[config.mk]
export PLATFORM = sky130hd
export DESIGN_NAME = ife_block_fifo
export DESIGN_NICKNAME = d
export VERILOG_FILES = /design/src/rtl/ife_pkg.sv /design/src/rtl/ife_fifo_ptr_ctrl.sv /design/src/rtl/ife_block_fifo.sv
export SDC_FILE = /design/constraint.sdc
export NUM_CORES = 1
export LEC_CHECK = 0
export CORE_MARGIN = 3
export CORE_UTILIZATION = 59
export DETAILED_ROUTE_END_ITERATION = 10
export PLACE_DENSITY = 0.79
export SETUP_SLACK_MARGIN = 0.02
export SKIP_CTS_REPAIR_TIMING = 1
export SYNTH_ARGS = -nofsm -noshare
export SYNTH_HDL_FRONTEND = slang
export SYNTH_SLANG_ARGS = --single-unit
[constraint.sdc]
create_clock -name clk -period 16.85 [get_ports clk]
set_input_delay 2.5275 -clock clk [delete_from_list [all_inputs] [get_ports clk]]
set_output_delay 2.5275 -clock clk [all_outputs]
set_load 0.05 [all_outputs]
[src/rtl/ife_pkg.sv]
// ============================================================================
// Module      : ife_pkg
// Description : Default widths and block record type for the fetch block FIFO.
// Revision    : 1.0 - initial release
// ============================================================================
`default_nettype none

package ife_pkg;

  localparam int IFE_BLOCK_ID_WIDTH = 8;
  localparam int IFE_INSTR_WIDTH    = 32;
  localparam int IFE_BLOCK_SIZE     = 4;

  typedef struct packed {
    logic [IFE_BLOCK_ID_WIDTH-1:0]                     id;
    logic [IFE_BLOCK_SIZE-1:0][IFE_INSTR_WIDTH-1:0]    instrs;
    logic [IFE_BLOCK_SIZE-1:0]                         mask;
  } ife_block_t;

  // Flat storage width of one entry for arbitrary parameter overrides.
  function automatic int ife_entry_width(input int id_w, input int instr_w, input int blk_sz);
    return id_w + instr_w * blk_sz + blk_sz;
  endfunction

endpackage

`default_nettype wire

[src/rtl/ife_fifo_ptr_ctrl.sv]
// ============================================================================
// Module      : ife_fifo_ptr_ctrl
// Description : Head/tail pointers, occupancy and flush control for the FIFO.
// Revision    : 1.0 - initial release
// ============================================================================
`default_nettype none

module ife_fifo_ptr_ctrl
  import ife_pkg::*;
#(
  parameter  int DEPTH = 8,
  localparam int CNT_W = $clog2(DEPTH) + 1
) (
  input  logic             clk,
  input  logic             rst,
  input  logic             i_flush,
  input  logic             i_push_req,
  input  logic             i_pop_req,
  output logic             o_push,
  output logic             o_pop,
  output logic             o_full,
  output logic             o_empty,
  output logic [CNT_W-2:0] o_wr_idx,
  output logic [CNT_W-2:0] o_rd_idx,
  output logic [CNT_W-1:0] o_count
);

  logic [CNT_W-1:0] r_head;
  logic [CNT_W-1:0] r_tail;
  logic [CNT_W-1:0] r_count;
  logic [CNT_W-1:0] w_diff;

  // Pointers carry one extra wrap bit so full and empty are distinguishable.
  assign w_diff   = r_tail - r_head;
  assign o_full   = (w_diff == CNT_W'(DEPTH));
  assign o_empty  = (r_tail == r_head);
  assign o_push   = i_push_req && !o_full && !i_flush;
  assign o_pop    = i_pop_req && !o_empty && !i_flush;
  assign o_wr_idx = r_tail[CNT_W-2:0];
  assign o_rd_idx = r_head[CNT_W-2:0];
  assign o_count  = r_count;

  always_ff @(posedge clk or posedge rst) begin
    if (rst) begin
      r_head  <= '0;
      r_tail  <= '0;
      r_count <= '0;
    end else if (i_flush) begin
      r_head  <= '0;
      r_tail  <= '0;
      r_count <= '0;
    end else begin
      if (o_push) r_tail <= r_tail + 1'b1;
      if (o_pop)  r_head <= r_head + 1'b1;
      case ({o_push, o_pop})
        2'b10:   r_count <= r_count + 1'b1;
        2'b01:   r_count <= r_count - 1'b1;
        default: r_count <= r_count;
      endcase
    end
  end

endmodule

`default_nettype wire

[src/rtl/ife_block_fifo.sv]
// ============================================================================
// Module      : ife_block_fifo
// Description : Instruction block FIFO between block former and expander.
// Revision    : 1.0 - initial release
// ============================================================================
`default_nettype none

module ife_block_fifo
  import ife_pkg::*;
#(
  parameter  int BLOCK_ID_WIDTH = IFE_BLOCK_ID_WIDTH,
  parameter  int INSTR_WIDTH    = IFE_INSTR_WIDTH,
  parameter  int BLOCK_SIZE     = IFE_BLOCK_SIZE,
  parameter  int DEPTH          = 8,
  parameter  int AF_THRESH      = DEPTH - 2,
  localparam int CNT_W          = $clog2(DEPTH) + 1
) (
  input  logic                              clk,
  input  logic                              rst,
  input  logic                              flush,
  input  logic [BLOCK_ID_WIDTH-1:0]         block_id_in,
  input  logic [BLOCK_SIZE*INSTR_WIDTH-1:0] block_in,
  input  logic [BLOCK_SIZE-1:0]             mask_in,
  input  logic                              valid_in,
  output logic                              ready_in,
  output logic [BLOCK_ID_WIDTH-1:0]         block_id_out,
  output logic [BLOCK_SIZE*INSTR_WIDTH-1:0] block_out,
  output logic [BLOCK_SIZE-1:0]             mask_out,
  output logic                              valid_out,
  input  logic                              ready_downstream,
  output logic [CNT_W-1:0]                  count,
  output logic                              almost_full,
  output logic                              overflow_err
);

  localparam int ENTRY_W = ife_entry_width(BLOCK_ID_WIDTH, INSTR_WIDTH, BLOCK_SIZE);

  logic [ENTRY_W-1:0] r_mem [DEPTH];
  logic               r_overflow;
  logic               w_push;
  logic               w_pop;
  logic               w_full;
  logic               w_empty;
  logic [CNT_W-2:0]   w_wr_idx;
  logic [CNT_W-2:0]   w_rd_idx;
  logic [CNT_W-1:0]   w_count;
  logic [ENTRY_W-1:0] w_head;

  ife_fifo_ptr_ctrl #(
    .DEPTH (DEPTH)
  ) u_ptr_ctrl (
    .clk        (clk),
    .rst        (rst),
    .i_flush    (flush),
    .i_push_req (valid_in),
    .i_pop_req  (ready_downstream),
    .o_push     (w_push),
    .o_pop      (w_pop),
    .o_full     (w_full),
    .o_empty    (w_empty),
    .o_wr_idx   (w_wr_idx),
    .o_rd_idx   (w_rd_idx),
    .o_count    (w_count)
  );

  // Storage is intentionally left unreset; outputs are qualified by valid_out.
  always_ff @(posedge clk) begin
    if (w_push) r_mem[w_wr_idx] <= {block_id_in, block_in, mask_in};
  end

  always_ff @(posedge clk or posedge rst) begin
    if (rst)                               r_overflow <= 1'b0;
    else if (valid_in && w_full && !flush) r_overflow <= 1'b1;
  end

  assign w_head       = r_mem[w_rd_idx];
  assign block_id_out = w_head[ENTRY_W-1 -: BLOCK_ID_WIDTH];
  assign block_out    = w_head[BLOCK_SIZE +: BLOCK_SIZE*INSTR_WIDTH];
  assign mask_out     = w_head[BLOCK_SIZE-1:0];
  assign valid_out    = !w_empty;
  assign ready_in     = !w_full;
  assign count        = w_count;
  assign almost_full  = (w_count >= CNT_W'(AF_THRESH));
  assign overflow_err = r_overflow;

  // Pop handshake is consumed inside the pointer controller.
  logic w_unused;
  assign w_unused = w_pop;

endmodule

`default_nettype wire

# Word-level counts from Yosys, hierarchy flattened
# Memories as Yosys holds them, arrays and structs flattened.
# Cells that the tools add are included.
# W data, S select, Z words.
# word_totals
wordCells,35
input_bits,145
latchBits,0
ramBits,1120
mem_count,1
reg_bits,13
mem_bits_ro,0
# memory_table
memory,words,width,read_ports,rd_ports_with_merged_regs,write_ports,line,rtl
r_mem,8,140,1,0,1,ife_block_fifo.sv:38,logic [ENTRY_W-1:0] r_mem [DEPTH];
# op_classes
n_reduce_logical,12
eq_ne,4
bitwise_logic,0
div,0
multipliers,0
shift,0
order_cmp,1
add_sub_neg,5
n_mux,8
# ops
operator,count
$mux W4,5
$add A4 B1 Y4 const B,3
$pmux W4 S2,1
$logic_and A1 B1 Y1,6
$eq A4 B4 Y1,1
$eq A4 B4 Y1 const B,1
$ge A4 B3 Y1 const B,1
$reduce_bool A2 Y1,2
$sub A4 B1 Y4 const B,1
$sub A4 B4 Y4,1
$logic_not A1 Y1,3
$reduce_bool A3 Y1,1
$eq A2 B1 Y1 const B,1
$eq A2 B2 Y1 const B,1
$mux W1,2

# Logic depth before layout (Yosys ltp)
# depth
ltp_word,8
ltp_mapped,13
depth_no_buf,11

# Modules after synthesis
# A second synthesis with hierarchy kept.
# hier_totals
cells_unflattened,1732
hier_area_um2,43042.5
# modules_own_cells
mod,cells_per_inst,n_inst,area_each_um2,seq_area_each_um2
ife_block_fifo,1638,1,42116.6,33657.3
ife_fifo_ptr_ctrl,94,1,925.9,300.3

# Least setup slack after synthesis
# OpenSTA, ideal clock, no wires.
# synth_path
path_kind,input -> register
startpoint,in valid_in
endpoint,"mem r_mem[1][0] (netlist bit), enable pin"
path_stages,4
n_path_buf,0
slack_ns,3.659
arrival_time_ns,12.382
path_cell_list,inv_1 -> nor2_1 -> nand3_1 -> nor3_1
# synth_between
elab_chain_len,4
# synth_lines
item,line,rtl
"start, declared",ife_block_fifo.sv:24,"input logic valid_in,"
$logic_and A1 B1 Y1 (2 in a row),ife_fifo_ptr_ctrl.sv:37,assign o_push = i_push_req && !o_full && !i_flush;
$mux W1,ife_block_fifo.sv:68,"if (w_push) r_mem[w_wr_idx] <= {block_id_in, block_in, mask_in};"
$mux W1 (not written as such),ife_block_fifo.sv:68,
"end, declared",ife_block_fifo.sv:38,
# Every way passes these cells.

# Final worst setup path
# layout_path
startpoint,reg u_ptr_ctrl.r_head[0]
endpoint,out block_out[43]
# layout_between
elab_chain_len,1
# layout_lines
item,line,rtl
"start, declared",ife_fifo_ptr_ctrl.sv:28,logic [CNT_W-1:0] r_head;
"start signal, assigned",ife_fifo_ptr_ctrl.sv:54,if (o_pop) r_head <= r_head + 1'b1;
$mem_v2 Z8 W140,-,
"end, declared",ife_block_fifo.sv:27,"output logic [BLOCK_SIZE*INSTR_WIDTH-1:0] block_out,"
# Every way passes these cells.

==> flow_summary_export.csv <==
group,metric,value,unit
timing,min_period_over_period,0.5031,
floorplanning,die-area,75960,µm²
worst_setup_path,reg2reg_to,"r_mem[3][78]",
worst_setup_path,cpPeakStageDelay,1.04,ns
worst_setup_path,cp-endpoint,"block_out[43]",
power,powerDensity,135.1,nW/µm²
timing,worst_pin_slew,1.175,ns
floorplanning,io_pins,293,
timing,max_freq,118.0,MHz
timing,finClkSkew,0.01475,ns
placed_design,dp.cells,3196,
synth,synthesis.nets,2175,
final_layout,layout-drive-gt1-share,0.1990,
grt,grt_pass1_vias,21732,
synth,synth_cell_types,41,
routing,wl_per_cell,26.46,µm
outcome,status,"finished clean",
timing,setup_tns,0,ns
synth,synth-seq-cells,1133,
final_layout,multiInputGateArea,8559,µm²
worst_setup_path,rr_worst_depth,8,
synth,seq_area_frac_synth,0.7918,
cts,cts.sinks,1133,
synth,synth_edf_count,1120,
synth,synthFlopType,"edfxtp_1",
worst_setup_path,critPathBufInv,4,
routing,drt.antenna.violating_nets,0,
floorplanning,num_rows,98,
synth,yosys_warnings,0,
synth,syn_area_per_cell,21.21,µm²
worst_setup_path,r2r_slack,11.26,ns
routing,vias,20665,
worst_setup_path,path_depth,7,
cts,cts-root-buf,"clkbuf_16",
timing,drv_slew,0,
routing,drc,0,
worst_setup_path,crit_chain,"buf_4, buf_4, buf_4, mux4_2, nand2_1, nand2_1, clkdlybuf4s50_1",
final_layout,nets,2509,
final_layout,layout.cells.most_common,"edfxtp_1",
cts,numCtsBuffers,108,
worst_setup_path,required,14.32,ns
worst_setup_path,path_delay_family,"buffers and inverters",
worst_hold_path,hp-start,"overflow_err",
timing,max_slew_margin,0.2149,
grt,grt_pass1_wl,135600,µm
synth,syn-instance-count,2022,
routing,avgViaCountPerCell,6.065,
cts,cts_max_path_buffers,3,
placed_design,routabilityCongestion,0.7800,
cts,clk_pin_slew_worst_paths,0.06,ns
worst_setup_path,cp_max_fo,52,
final_layout,final_cell_mix,"1120 x edfxtp_1, 425 x nand2_1, 292 x clkdlybuf4s50_1",
worst_setup_path,cp-start-kind,"flip-flop",
cts,htree_levels,3,
routing,drt_iter0_markers,2059,
grt,grt_max_degree,120,
placed_design,portBuffers,292,
routing,drt-total-wl,90150,µm
final_layout,stdcell_count,3407,
floorplanning,initial_core_util,0.5979,
timing,setup_violations,0,
timing,hold_viol,0,
floorplanning,coreArea,71730,µm²
cts,clk_latency,0.65,ns
power,worst_ir_drop_vdd,114.4,µV
synth,async_reset_ff_frac,0.01147,
worst_setup_path,critPathArrivalTime,5.95,ns
worst_setup_path,crit_start,"u_ptr_ctrl.r_head[0]",
timing,fin_crit,8.478,ns
floorplanning,die_x,275.6,µm
synth,syn_area,42880,µm²
final_layout,register_area,33970,µm²
worst_setup_path,endpoint_kind,"output pin",
cts,cts_tree,"done",
worst_setup_path,crit_slowest_cell,"dfrtp_4",
floorplanning,fp.dieH,275.6,µm
flow_run,maxCapViolCount,0,
grt,grt-ovfl-total,0,
routing,drt_first_pass_iters,5,
timing,rsz0062_at_grt,"false",
worst_setup_path,cpMostUsedCell,"buf_4",
grt,grt_usage,0.2422,
worst_setup_path,critical_path_class,"flip-flop to output pin",
timing,hold_slack,0.4803,ns
final_layout,area_growth,17.96,%
worst_setup_path,reg2reg_from,"u_ptr_ctrl.r_head[0]",
placed_design,hpwl,45880,µm
final_layout,filler_cell_count,4146,
power,p_leak,16.30,nW
grt,antenna_found_initial,12,
worst_hold_path,hold_path_class,"flip-flop to flip-flop",
## final cells by class
cell class	instances	share of cell area
diodes	10	0.0004947
clock buffers	132	0.05644
clock inverters	69	0.01533
inverters	7	0.0006183
multi-input cells	786	0.1692
flip-flops and latches	1133	0.6715
well taps	950	0.02350
repair buffers	320	0.06292
## cells in the mapped netlist (2+ instances only)
cell / number / area share
nor2b_1: 2 / 0.00029
a21oi_1: 4 / 0.00047
inv_1: 6 / 0.00053
a21o_1: 2 / 0.00035
o21ai_0: 2 / 0.00023
nor3_1: 5 / 0.00058
clkbuf_1: 42 / 0.0037
mux2i_1: 2 / 0.00047
nand4_1: 4 / 0.00058
buf_2: 29 / 0.0034
nand2b_1: 3 / 0.00044
dfrtp_1: 13 / 0.0076
xnor2_1: 5 / 0.0010
ha_1: 7 / 0.0020
nand3_1: 6 / 0.00070
mux4_2: 280 / 0.15
buf_1: 25 / 0.0022
edfxtp_1: 1120 / 0.78
xor2_1: 4 / 0.00082
nor2_1: 16 / 0.0014
nand2_1: 425 / 0.037
## logic make-up (layout without fill, tap and decap cells)
| family | Yosys count | in the layout | synth area share |
|---|---|---|---|
| flops | 1133 | 1133 | 0.7918 |
| simple gates | 468 | 468 | 0.04263 |
| mux | 283 | 283 | 0.1478 |
| buf+inv | 103 | 528 | 0.009861 |
| compound gates | 17 | 17 | 0.003034 |
| xor+xnor | 10 | 10 | 0.002363 |
| fa+ha+maj | 8 | 8 | 0.002509 |
| other cells | 0 | 10 | 0 |
## worst min-delay path by stage
stage | endpoint | depth (start not counted) | slack [ns]
after floorplan | u_ptr_ctrl.r_tail[3] | 2 | 0.59
after global placement | overflow_err | 2 | 0.46
after detailed placement | overflow_err | 2 | 0.47
after CTS | overflow_err | 2 | 0.48
after global routing | overflow_err | 2 | 0.53
final | overflow_err | 2 | 0.48
## stage by stage
| stage | cell area (µm²) | total power, W | setup slack, ns | util |
|---|---|---|---|---|
| finish | 50590 | 0.006833 | 8.372 | 0.7052 |
| global route | 50570 | 0.007060 | 7.740 | 0.7051 |
| CTS | 50560 | 0.006888 | 8.128 | 0.7049 |
| detailed placement | 46930 | 0.004451 | 8.846 | 0.6543 |
| global placement | 46930 | 0.004431 | 8.906 | 0.6543 |
| floorplan | 42880 | 0.004094 | 3.659 | - |
## state kept, by name, indices dropped and copies added, names as in the netlist
name,flops
u_ptr_ctrl.r_tail,4
u_ptr_ctrl.o_count,4
r_mem,1120
u_ptr_ctrl.r_head,4
overflow_err,1
## per-layer routing
metal	global-route usage	vias to the layer above	wire [µm]
met4	0.07949	6	2229
met3	0.05189	133	7552
met2	0.3969	897	45940
li1	-	8820	-
met1	0.3316	10809	34390
met5	0	-	39
## worst reg2reg max path, cell delays in order (launching register included)
cell	delay, ns
dfrtp_4	1.04
buf_4	0.94
ha_1	0.31
nor2b_1	0.07
o211a_1	0.21
o211ai_2	0.29
nand3_1	0.38
nor2_4	0.98
buf_4	0.90
## power by group
| group | internal (W) | total [W] | switching [W] | leakage [nW] |
|---|---|---|---|---|
| sequential | 0.00315 | 0.00319 | 0.0000399 | 10.3 |
| clock | 0.00145 | 0.00245 | 0.000997 | 1.78 |
| combinational | 0.000500 | 0.00120 | 0.000699 | 4.23 |
| total | 0.00510 | 0.00683 | 0.00174 | 16.3 |
Note: power is estimated with default switching activity, not from simulation.
